===== config.mk =====
export PLATFORM = sky130hd
export DESIGN_NAME = mem_access_unit
export DESIGN_NICKNAME = d
export VERILOG_FILES = /design/src/rtl/mem_access_unit.sv
export SDC_FILE = /design/constraint.sdc
export NUM_CORES = 1
export LEC_CHECK = 0
export BUFFER_PORTS_ARGS = -buffer_cell sky130_fd_sc_hd__buf_2
export CORE_AREA = 5 5 115 117
export CTS_CLUSTER_SIZE = 12
export DETAILED_ROUTE_END_ITERATION = 6
export DIE_AREA = 0 0 120 122
export GPL_ROUTABILITY_DRIVEN = 0
export PLACE_DENSITY = 0.86
export SYNTH_ARGS = -nofsm -noshare
export SYNTH_HDL_FRONTEND = slang
export SYNTH_SLANG_ARGS = --single-unit

===== constraint.sdc =====
create_clock -name clk -period 3.4 [get_ports clk]
set_clock_uncertainty 0.05 [all_clocks]
set_input_delay 0.68 -clock clk [delete_from_list [all_inputs] [get_ports clk]]
set_output_delay 0.68 -clock clk [all_outputs]
set_load 0.02 [all_outputs]

===== src/rtl/mem_access_unit.sv =====
// mem_access_unit: initiator side of the data-RAM interface. Takes one load or
// store at a time from the datapath and issues word-wide RAM reads/writes.
// Sub-word loads are lane-extracted and extended; sub-word stores are done as
// read-modify-write. Misaligned/illegal/out-of-range requests never touch RAM.
//
// state | meaning
// IDLE  | ready for a request
// READ  | RAM read strobe; fetched word feeds load result or store merge
// WRITE | RAM write strobe with the full word to commit
// RESP  | one-cycle response pulse
module mem_access_unit #(
  parameter int RAM_WORDS = 16
) (
  input  logic        clk,
  input  logic        rst_n,
  input  logic        req_valid,
  output logic        req_ready,
  input  logic        req_write,
  input  logic [1:0]  req_size,
  input  logic        req_unsigned,
  input  logic [31:0] req_addr,
  input  logic [31:0] req_wdata,
  output logic        resp_valid,
  output logic        resp_err,
  output logic [31:0] resp_rdata,
  output logic        read_ram,
  output logic        write_ram,
  output logic [31:0] ram_addr,
  output logic [31:0] ram_write_data,
  input  logic [31:0] ram_out
);

  typedef enum logic [1:0] {IDLE, READ, WRITE, RESP} state_t;

  state_t      state_q, state_d;
  logic        write_q, write_d;
  logic [1:0]  size_q, size_d;
  logic        uns_q, uns_d;
  logic [1:0]  lane_q, lane_d;
  logic [15:0] wdata_q, wdata_d;
  logic        err_q, err_d;
  logic [31:0] rdata_q, rdata_d;
  logic [31:0] ram_addr_q, ram_addr_d;
  logic [31:0] ram_wdata_q, ram_wdata_d;

  logic accept;
  logic req_err;

  // Select the addressed lane of a RAM word and extend it to 32 bits.
  function automatic logic [31:0] load_extract(input logic [31:0] word,
                                               input logic [1:0]  size,
                                               input logic [1:0]  lane,
                                               input logic        uns);
    logic [7:0]  b;
    logic [15:0] h;
    logic [31:0] res;
    b = word[{lane, 3'b000} +: 8];
    h = word[{lane[1], 4'b0000} +: 16];
    case (size)
      2'b00:   res = uns ? {24'b0, b} : {{24{b[7]}}, b};
      2'b01:   res = uns ? {16'b0, h} : {{16{h[15]}}, h};
      default: res = word;
    endcase
    return res;
  endfunction

  // Replace only the addressed lane(s) of a fetched word with store data.
  function automatic logic [31:0] store_merge(input logic [31:0] word,
                                              input logic [15:0] wdata,
                                              input logic [1:0]  size,
                                              input logic [1:0]  lane);
    logic [31:0] res;
    res = word;
    if (size == 2'b00) res[{lane, 3'b000} +: 8] = wdata[7:0];
    else               res[{lane[1], 4'b0000} +: 16] = wdata;
    return res;
  endfunction

  assign accept = req_valid & req_ready;

  // Request legality: alignment, size encoding and word range.
  always_comb begin
    req_err = 1'b0;
    case (req_size)
      2'b00:   req_err = 1'b0;
      2'b01:   req_err = req_addr[0];
      2'b10:   req_err = |req_addr[1:0];
      default: req_err = 1'b1;
    endcase
    if ({2'b00, req_addr[31:2]} >= 32'(RAM_WORDS)) req_err = 1'b1;
  end

  // Next-state and datapath updates; every register holds unless its state acts on it.
  always_comb begin
    state_d     = state_q;
    write_d     = write_q;
    size_d      = size_q;
    uns_d       = uns_q;
    lane_d      = lane_q;
    wdata_d     = wdata_q;
    err_d       = err_q;
    rdata_d     = rdata_q;
    ram_addr_d  = ram_addr_q;
    ram_wdata_d = ram_wdata_q;
    case (state_q)
      IDLE: begin
        if (accept) begin
          write_d = req_write;
          size_d  = req_size;
          uns_d   = req_unsigned;
          lane_d  = req_addr[1:0];
          wdata_d = req_wdata[15:0];
          err_d   = req_err;
          if (req_err) begin
            rdata_d = 32'h0;
            state_d = RESP;
          end else begin
            ram_addr_d = {2'b00, req_addr[31:2]};
            if (req_write && req_size == 2'b10) begin
              ram_wdata_d = req_wdata;
              state_d     = WRITE;
            end else begin
              state_d = READ;
            end
          end
        end
      end
      READ: begin
        if (write_q) begin
          ram_wdata_d = store_merge(ram_out, wdata_q, size_q, lane_q);
          state_d     = WRITE;
        end else begin
          rdata_d = load_extract(ram_out, size_q, lane_q, uns_q);
          state_d = RESP;
        end
      end
      WRITE: begin
        rdata_d = 32'h0;
        state_d = RESP;
      end
      default: state_d = IDLE;
    endcase
  end

  // State and datapath registers with synchronous active-low reset.
  always_ff @(posedge clk) begin
    if (!rst_n) begin
      state_q     <= IDLE;
      write_q     <= 1'b0;
      size_q      <= 2'b00;
      uns_q       <= 1'b0;
      lane_q      <= 2'b00;
      wdata_q     <= 16'h0;
      err_q       <= 1'b0;
      rdata_q     <= 32'h0;
      ram_addr_q  <= 32'h0;
      ram_wdata_q <= 32'h0;
    end else begin
      state_q     <= state_d;
      write_q     <= write_d;
      size_q      <= size_d;
      uns_q       <= uns_d;
      lane_q      <= lane_d;
      wdata_q     <= wdata_d;
      err_q       <= err_d;
      rdata_q     <= rdata_d;
      ram_addr_q  <= ram_addr_d;
      ram_wdata_q <= ram_wdata_d;
    end
  end

  // Strobes are gated by rst_n so nothing reaches the RAM during reset.
  assign req_ready      = (state_q == IDLE) & rst_n;
  assign read_ram       = (state_q == READ) & rst_n;
  assign write_ram      = (state_q == WRITE) & rst_n;
  assign resp_valid     = (state_q == RESP);
  assign resp_err       = err_q;
  assign resp_rdata     = rdata_q;
  assign ram_addr       = ram_addr_q;
  assign ram_write_data = ram_wdata_q;

endmodule


==> impl_metrics.env, run 1 <==
export IMPL_status="finished clean"
export IMPL_rows=41
export IMPL_die_h_microns=122
export IMPL_drtAntennaViolNets=0
export IMPL_final_area_sq_um=7630
export IMPL_tritoncts="yes"
export IMPL_critical_path_class="reg -> reg"
export IMPL_slowest_delay_ps=910
export IMPL_synthXorXnorAreaFrac_pct=0
export IMPL_synthSimpleGateAreaFrac_pct=19.1
export IMPL_crit_required_ps=3710
export IMPL_syn_area_sq_um=5980
export IMPL_arrival_ps=3010
export IMPL_grtUsageTotal_pct=25.3
export IMPL_clkLatencyLatePin_ps=420
export IMPL_setup_viol=0
export IMPL_final_cell_mix="buf_2 (200), dfxtp_1 (119), nand2_1 (114)"
export IMPL_rsz0062_at_grt="false"
export IMPL_overflow=0
export IMPL_dpl_hpwl_microns=14000
export IMPL_dieArea_sq_um=14600
export IMPL_drive_above_1_share_pct=31.1
export IMPL_fmax_mhz=371
export IMPL_numClockSinks=119
export IMPL_synth_adder_area_share_pct=2.09
export IMPL_start_kind="flop"
export IMPL_path_max_fanout=26
export IMPL_final_util_pct=62.2
export IMPL_wl_per_cell_microns=17.9
export IMPL_p_per_area_nw_per_um2=725
export IMPL_cts_made_buffers=17
export IMPL_syn_inst=710
export IMPL_drt_iter0_drc=683
export IMPL_path_common_cell="and2_1"
export IMPL_h_tree_depth=4
export IMPL_hold_path_class="reg -> reg"
export IMPL_synthFlopType="dfxtp_1"
export IMPL_root_buffer="clkbuf_16"
export IMPL_path_cells="inv_1 -> ha_1 -> and2_1 -> nand2_2 -> nor4_4 -> buf_4 -> nor2b_1 -> and2_1"
export IMPL_crit_family="simple AND/OR/NAND/NOR gates"
export IMPL_clk_pin_slew_ps=60
export IMPL_synth_compound_area_share_pct=20.7
export IMPL_avgSynthCellArea_sq_um=8.42
export IMPL_synth_top_family_by_area="compound AO/OA/AOI/OAI gates"
export IMPL_pre_cts_ws_ps=648
export IMPL_ir_worst_vdd_uv=332
export IMPL_drv_cap=0
export IMPL_nNetsFinal=1001
export IMPL_initial_core_util_pct=48.8
export IMPL_ys_warnings_count=0
export IMPL_chipWidth_microns=120
export IMPL_synthArstFlopShare_pct=0
export IMPL_relSlewSlack_pct=21.1
export IMPL_ios=204
export IMPL_synth_seq_cells=119
export IMPL_min_period_over_period_pct=79.4
export IMPL_critical_path_endpoint_type="flop"
export IMPL_finalHoldViolations=0
export IMPL_clockBufferDepth=2
export IMPL_nFillCells=1065
export IMPL_antenna_cells=0
export IMPL_grt_max_degree=69
export IMPL_via_per_inst=5.85
export IMPL_min_period_ps=2700
export IMPL_routed_wl_microns=18800
export IMPL_worstMarginPinSlew_ps=1180
export IMPL_final_common_cell="buf_2"
export IMPL_grt_antenna_before_repair=1
export IMPL_synth_edf_count=0
export IMPL_p_leak_nw=3.48
export IMPL_synthToLayoutAreaGrowth_pct=27.5
export IMPL_synth_cell_type_count=51
export IMPL_grt_pass1_vias=5758
export IMPL_dr_total_vias=6147
export IMPL_cts_resized_gates=0
export IMPL_setup_tns_final_ps=0
export IMPL_grt_first_pass_wirelength_microns=29400
export IMPL_slew_viol_final=0
export IMPL_drc=0
export IMPL_placeableCoreArea_sq_um=12300
export IMPL_synth_seq_area_share_pct=39.8
export IMPL_critPathSlowestCell="nor2b_1"
export IMPL_dr_pass1_iters=5
export IMPL_postCtsSetupBuffers=0
export IMPL_io_buffers=201
export IMPL_muxShareOfSynthArea_pct=11.8
export IMPL_placed_cell_area_sq_um=7060
export IMPL_timing_final_ws_setup_ps=701
export IMPL_cts_hold_buf=0
export IMPL_whs_ps=405
export IMPL_path_buf_inv=2
## worst reg2reg max path: cells and delay by family, from the launching register on
kind | cells | cell delay [ps]
DFF | 1 | 430
buffers and inverters | 2 | 320
adders and majority gates | 1 | 320
and+or+nand+nor | 5 | 1530
## report_power, final
group          internal (mW)  total, mW  switching, mW
combinational          0.771       2.06           1.28
clock                  0.963       1.69          0.729
sequential              1.61       1.78          0.175
total                   3.34       5.53           2.19
## state kept, by name (all words and copies together), names as in the netlist
name            flops
ram_write_data     32
wdata_q            16
write_q             1
ram_addr           30
state_q             2
resp_rdata         32
size_q              2
lane_q              2
resp_err            1
uns_q               1
## cells by family after synthesis
logic type	Yosys count
DFF	119
muxes	67
buffers and inverters	94
and+or+nand+nor	231
other	1
adders and majority gates	10
AOI/OAI and AO/OA	188
## metrics by stage
step	instances	total power, mW
finish	1051	5.53
global route	1051	5.82
CTS	1051	5.52
detailed placement	1019	3.82
global placement	1019	3.79
floorplan	711	3.27
## synth_stat cells, drive strengths merged (8+ instances only)
master | n | share of area [%]
dfxtp | 119 | 40
nand2 | 116 | 7.4
o21ai | 79 | 6.6
mux2i | 48 | 8.0
clkbuf | 41 | 2.6
inv | 36 | 2.3
o211ai | 34 | 4.3
nand3 | 31 | 2.6
and2 | 29 | 3.0
mux2 | 18 | 3.4
o22ai | 18 | 1.9
a221oi | 17 | 2.5
nand4 | 17 | 1.9
buf | 16 | 1.5
o221ai | 13 | 1.9
ha | 10 | 2.1
nor2 | 10 | 0.63
a31oi | 9 | 0.94
nor3 | 8 | 0.67
## layout make-up
| class | instances | area, sq um | area share, % |
|---|---|---|---|
| Clock buffer | 17 | 425 | 5.58 |
| Clock inverter | 15 | 138 | 1.80 |
| Inverter | 37 | 139 | 1.82 |
| Multi-Input combinational cell | 498 | 3240 | 42.5 |
| Sequential cell | 119 | 2380 | 31.2 |
| Tap cell | 150 | 188 | 2.46 |
| Timing Repair Buffer | 215 | 1110 | 14.6 |
## layer usage
| metal | up-vias | track usage (%) | part of all wire, % |
|---|---|---|---|
| li1 | 2930 | - | - |
| met1 | 2805 | 32.7 | 41 |
| met2 | 353 | 40.1 | 46 |
| met3 | 57 | 6.31 | 9.6 |
| met4 | 2 | 11.0 | 3.1 |
| met5 | - | 0 | 0.037 |
## path summary, 6_finish.rpt
check / start / slack [ps] / cells after the start / end
setup / recovery: state_q[0] / 700 / 8 / ram_addr[5]
hold / removal: ram_write_data[18] / 400 / 2 / ram_write_data[18]
setup reg to reg: state_q[0] / 700 / 8 / ram_addr[5]
hold reg to reg: ram_write_data[18] / 400 / 2 / ram_write_data[18]
(Power assumes the default switching activity.)
==> inputs of run 2 (changes only) <==
==> constraint.sdc (replaced) <==
create_clock -name clk -period 2.55 [get_ports clk]
set_clock_uncertainty 0.05 [all_clocks]
set_input_delay 0.51 -clock clk [delete_from_list [all_inputs] [get_ports clk]]
set_output_delay 0.51 -clock clk [all_outputs]
set_load 0.02 [all_outputs]
==> run 2 against run 1 <==
Net effect: the flow now finishes with violations (DRC); combinational power rose by 40%; sequential power rose by 31%; die area did not move; design area rose by 1.5%; hold slack got worse by 160 ps; sequential cell count did not move; critical path type is now reg -> out; critical endpoint is now read_ram; largest power group unchanged.
==> impl_metrics.env, run 2 (synthesized netlist as in run 1, its figures left out) <==
export IMPL_path_cells="inv_1 -> ha_2 -> nand2_1 -> clkinv_1 -> buf_4 -> buf_2"
export IMPL_seq_power_share_pct=31.1
export IMPL_synthToLayoutAreaGrowth_pct=29.4
export IMPL_clkLatencyLatePin_ps=420
export IMPL_drt_iter0_drc=687
export IMPL_dieArea_sq_um=14600
export IMPL_cts_made_buffers=17
export IMPL_min_period_ps=2320
export IMPL_root_buffer="clkbuf_16"
export IMPL_rrSetupSlack_ps=260
export IMPL_grt_first_pass_wirelength_microns=29400
export IMPL_worstMarginPinSlew_ps=701
export IMPL_clockBufferDepth=2
export IMPL_min_period_over_period_pct=91.0
export IMPL_drtAntennaViolNets=0
export IMPL_p_total_mw=7.51
export IMPL_tritoncts="yes"
export IMPL_p_sw_share_pct=38.6
export IMPL_ir_worst_vdd_uv=514
export IMPL_drv_cap=0
export IMPL_crit_family="buffers and inverters"
export IMPL_nNetsFinal=1009
export IMPL_grt_max_degree=73
export IMPL_dpl_hpwl_microns=14000
export IMPL_final_common_cell="buf_2"
export IMPL_slowest_delay_ps=380
export IMPL_finalHoldViolations=0
export IMPL_p_leak_nw=3.54
export IMPL_arrival_ps=1760
export IMPL_setup_viol=0
export IMPL_status="complete, but fails checks"
export IMPL_critical_path_endpoint_type="output pin"
export IMPL_hold_path_class="in -> reg"
export IMPL_fmax_mhz=431
export IMPL_path_buf_inv=4
export IMPL_drc=2
export IMPL_pwr_share_clk_pct=30.4
export IMPL_clk_pin_slew_ps=60
export IMPL_io_buffers=201
export IMPL_final_area_sq_um=7740
export IMPL_placeableCoreArea_sq_um=12300
export IMPL_switchingPower_mw=2.90
export IMPL_dr_pass1_iters=7
export IMPL_numClockSinks=119
export IMPL_grt_pass1_vias=5738
export IMPL_drive_above_1_share_pct=31.9
export IMPL_via_per_inst=5.87
export IMPL_setup_tns_final_ps=0
export IMPL_ios=204
export IMPL_chipWidth_microns=120
export IMPL_path_max_fanout=9
export IMPL_final_cell_mix="buf_2 (200), dfxtp_1 (119), nand2_1 (114)"
export IMPL_die_h_microns=122
export IMPL_overflow=0
export IMPL_p_comb_share_pct=38.4
export IMPL_intPower_mw=4.62
export IMPL_cts_hold_buf=0
export IMPL_routed_wl_microns=19000
export IMPL_grt_antenna_before_repair=1
export IMPL_initial_core_util_pct=48.8
export IMPL_critical_path_class="reg -> out"
export IMPL_crit_required_ps=1990
export IMPL_relSlewSlack_pct=53.3
export IMPL_start_kind="flop"
export IMPL_slew_viol_final=0
export IMPL_grtUsageTotal_pct=25.3
export IMPL_rows=41
export IMPL_p_per_area_nw_per_um2=971
export IMPL_timing_final_ws_setup_ps=229
export IMPL_cts_resized_gates=0
export IMPL_wl_per_cell_microns=17.9
export IMPL_h_tree_depth=4
export IMPL_placed_cell_area_sq_um=7160
export IMPL_critPathSlowestCell="dfxtp_1"
export IMPL_dr_total_vias=6220
export IMPL_pre_cts_ws_ps=107
export IMPL_rsz0062_at_grt="false"
export IMPL_postCtsSetupBuffers=0
export IMPL_violations="DRC"
run 2: cell count changes in the layout (fill, tap and decap cells not counted), moves of 2 or more:
cell        change
buf_4           +5
inv_8           -5
buf_12          +3
clkinvlp_4      -3
clkinv_4        +4
clkinv_2        +2
run 2: final timing paths:
check | startpoint | to | cells after the start
min reg2reg | ram_addr[20] | ram_addr[20] | 1
max reg2reg | lane_q[1] | ram_write_data[1] | 7
max | state_q[1] | read_ram | 6
min | req_addr[4] | ram_addr[2] | 3
run 2: power by group through the flow:
stage / Sequential, mW / Clock [mW] / Combinational (mW)
5_1_grt: 2.37 / 2.40 / 3.12
3_5_place_dp: 2.37 / 0 / 2.83
4_1_cts: 2.33 / 2.31 / 2.86
3_3_place_gp: 2.36 / 0 / 2.80
6_report: 2.34 / 2.29 / 2.89
2_1_floorplan: 2.57 / 0 / 1.79
run 2: per-stage QoR:
step	util (%)	hold slack [ps]	instances
after floorplan	-	399	711
after global placement	58.4	388	1027
after detailed placement	58.4	390	1027
after CTS	63.0	235	1059
after global routing	63.1	240	1060
final	63.1	244	1060
run 2: cell type report:
type / instances / area [sq um]
fill: 1020 / 4520
multi-input combinational: 498 / 3250
sequential: 119 / 2380
timing repair buffer: 223 / 1210
clock buffer: 17 / 425
tap: 150 / 188
clock inverter: 15 / 143
inverter: 37 / 139
antenna: 1 / 2.50
run 2: layer usage:
layer / GRT usage, % / share of wire [%] / wire, microns / vias up
met5: 0 / 0 / 0 / -
met4: 10.6 / 2.2 / 425 / 0
met3: 6.64 / 9.6 / 1820 / 41
met2: 39.8 / 47 / 8860 / 362
met1: 33.0 / 42 / 7900 / 2878
li1: - / - / - / 2939
run 2: worst register-to-register path: cells and delay by family, from the launching register on:
kind	cells	cell delay (ps)
adders and majority gates	1	160
DFF	1	330
and+or+nand+nor	1	540
AOI/OAI and AO/OA	3	880
buffers and inverters	1	130
muxes	1	140
==> inputs of run 3 (changes only) <==
--- a/config.mk
+++ b/config.mk
@@ -6,12 +6,13 @@
 export NUM_CORES = 1
 export LEC_CHECK = 0
 export BUFFER_PORTS_ARGS = -buffer_cell sky130_fd_sc_hd__buf_2
-export CORE_AREA = 5 5 115 117
+export CORE_AREA = 5 5 132 134
 export CTS_CLUSTER_SIZE = 12
 export DETAILED_ROUTE_END_ITERATION = 6
-export DIE_AREA = 0 0 120 122
+export DIE_AREA = 0 0 137 139
 export GPL_ROUTABILITY_DRIVEN = 0
-export PLACE_DENSITY = 0.86
+export PLACE_DENSITY = 0.69
+export SLEW_MARGIN = 20
 export SYNTH_ARGS = -nofsm -noshare
 export SYNTH_HDL_FRONTEND = slang
 export SYNTH_SLANG_ARGS = --single-unit
==> run 3 against run 2 <==
Net effect: the flow now finishes without violations; first-iteration DRC count decreased by 21%; maximum frequency down 3.2%; critical path type is now reg -> reg; global-route usage down 5.0 points; combinational power about the same; clock-buffer cell count rose by 2; hold slack improved by 6.4 ps; largest power group unchanged.
==> impl_metrics.env, run 3 (synthesized netlist as in run 1, its figures left out) <==
export IMPL_path_cells="inv_1 -> ha_1 -> or3b_2 -> o41a_1 -> o211ai_1 -> o211ai_1 -> mux2i_1"
export IMPL_relSlewSlack_pct=50.7
export IMPL_finalHoldViolations=0
export IMPL_rsz0062_at_grt="false"
export IMPL_path_max_fanout=9
export IMPL_tritoncts="yes"
export IMPL_io_buffers=201
export IMPL_grt_first_pass_wirelength_microns=30400
export IMPL_dr_pass1_iters=5
export IMPL_grtUsageTotal_pct=20.3
export IMPL_arrival_ps=2690
export IMPL_drive_above_1_share_pct=31.7
export IMPL_cts_hold_buf=0
export IMPL_root_buffer="clkbuf_16"
export IMPL_dp_cells=1096
export IMPL_clkLatencyLatePin_ps=420
export IMPL_cts_resized_gates=0
export IMPL_fmax_mhz=417
export IMPL_final_common_cell="buf_2"
export IMPL_fin_cells=1128
export IMPL_rows=47
export IMPL_wl_per_cell_microns=17.4
export IMPL_p_sw_share_pct=39.1
export IMPL_grt_pass1_vias=5652
export IMPL_min_period_ps=2400
export IMPL_numClockSinks=119
export IMPL_worstMarginPinSlew_ps=736
export IMPL_drv_cap=0
export IMPL_whs_ps=250
export IMPL_slowest_delay_ps=540
export IMPL_dr_total_vias=5984
export IMPL_grt_antenna_before_repair=0
export IMPL_nNetsFinal=1008
export IMPL_switchingPower_mw=2.91
export IMPL_dieArea_sq_um=19000
export IMPL_seq_power_share_pct=31.4
export IMPL_grt_max_degree=72
export IMPL_ios=204
export IMPL_dpl_hpwl_microns=15000
export IMPL_clk_pin_slew_ps=60
export IMPL_hold_path_class="in -> reg"
export IMPL_initial_core_util_pct=37.0
export IMPL_intPower_mw=4.53
export IMPL_p_per_area_nw_per_um2=957
export IMPL_drc=0
export IMPL_drt_iter0_drc=541
export IMPL_cts_made_buffers=17
export IMPL_p_leak_nw=3.51
export IMPL_setup_viol=0
export IMPL_min_period_over_period_pct=94.1
export IMPL_ir_worst_vdd_uv=504
export IMPL_p_comb_share_pct=38.6
export IMPL_path_common_cell="o211ai_1"
export IMPL_synthToLayoutAreaGrowth_pct=30.0
export IMPL_routed_wl_microns=19600
export IMPL_h_tree_depth=4
export IMPL_via_per_inst=5.30
export IMPL_setup_tns_final_ps=0
export IMPL_critical_path_endpoint_type="flop"
export IMPL_slew_viol_final=0
export IMPL_crit_required_ps=2840
export IMPL_chipWidth_microns=137
export IMPL_start_kind="flop"
export IMPL_critical_path_class="reg -> reg"
export IMPL_clockBufferDepth=2
export IMPL_drtAntennaViolNets=0
export IMPL_placeableCoreArea_sq_um=16200
export IMPL_critPathSlowestCell="or3b_2"
export IMPL_final_cell_mix="buf_2 (200), dfxtp_1 (119), nand2_1 (114)"
export IMPL_postCtsSetupBuffers=0
export IMPL_die_h_microns=139
export IMPL_pwr_share_clk_pct=30.0
export IMPL_overflow=0
export IMPL_antenna_cells=0
export IMPL_status="finished clean"
## run 3: through the flow
step / setup WS, ps / utilization [%] / cell area (sq um) / power (mW)
after floorplan: 75.4 / - / 5980 / 4.35
after global placement: 54.9 / 44.6 / 7220 / 5.19
after detailed placement: 31.7 / 44.6 / 7220 / 5.22
after CTS: 38.3 / 48.1 / 7770 / 7.48
after global routing: 26.9 / 48.1 / 7770 / 7.88
final: 152 / 48.1 / 7770 / 7.44
## run 3: path summary, 6_finish.rpt
kind	cells after the start	slack (ps)	startpoint	to
worst min-delay path	3	250	req_unsigned	uns_q
worst max register to register	7	150	lane_q[1]	ram_write_data[1]
worst min register to register	1	400	ram_addr[24]	ram_addr[24]
worst max-delay path	7	150	lane_q[1]	ram_write_data[1]
## run 3: worst max-delay path: cells and delay by family, from the launching register on
family / cells / cell delay [ps]
AO/OA/AOI/OAI: 3 / 910
adder cells (fa/ha/maj): 1 / 160
buffers and inverters: 1 / 140
flip-flops: 1 / 350
multiplexers: 1 / 170
AND/OR/NAND/NOR: 1 / 540
## run 3: area by class of cell
type                       instances  area, sq um
tap                              220          275
clock inverter                    13          110
fill                            1617         8400
multi-input combinational        498         3250
inverter                          37          139
timing repair buffer             222         1180
clock buffer                      19          443
sequential                       119         2380
## run 3: power groups by stage
stage | registers [mW] | clock network [mW] | logic (mW)
2_1_floorplan | 2.57 | 0 | 1.79
3_3_place_gp | 2.36 | 0 | 2.82
3_5_place_dp | 2.37 | 0 | 2.85
4_1_cts | 2.33 | 2.29 | 2.86
5_1_grt | 2.37 | 2.38 | 3.12
6_report | 2.34 | 2.24 | 2.87
## run 3: routing by layer
metal | GRT usage, % | share of wire [%] | vias up
met5 | 0 | 0 | -
met4 | 6.62 | 2.3 | 0
met3 | 5.91 | 8.9 | 31
met2 | 30.5 | 45 | 262
met1 | 27.8 | 44 | 2761
li1 | - | - | 2930
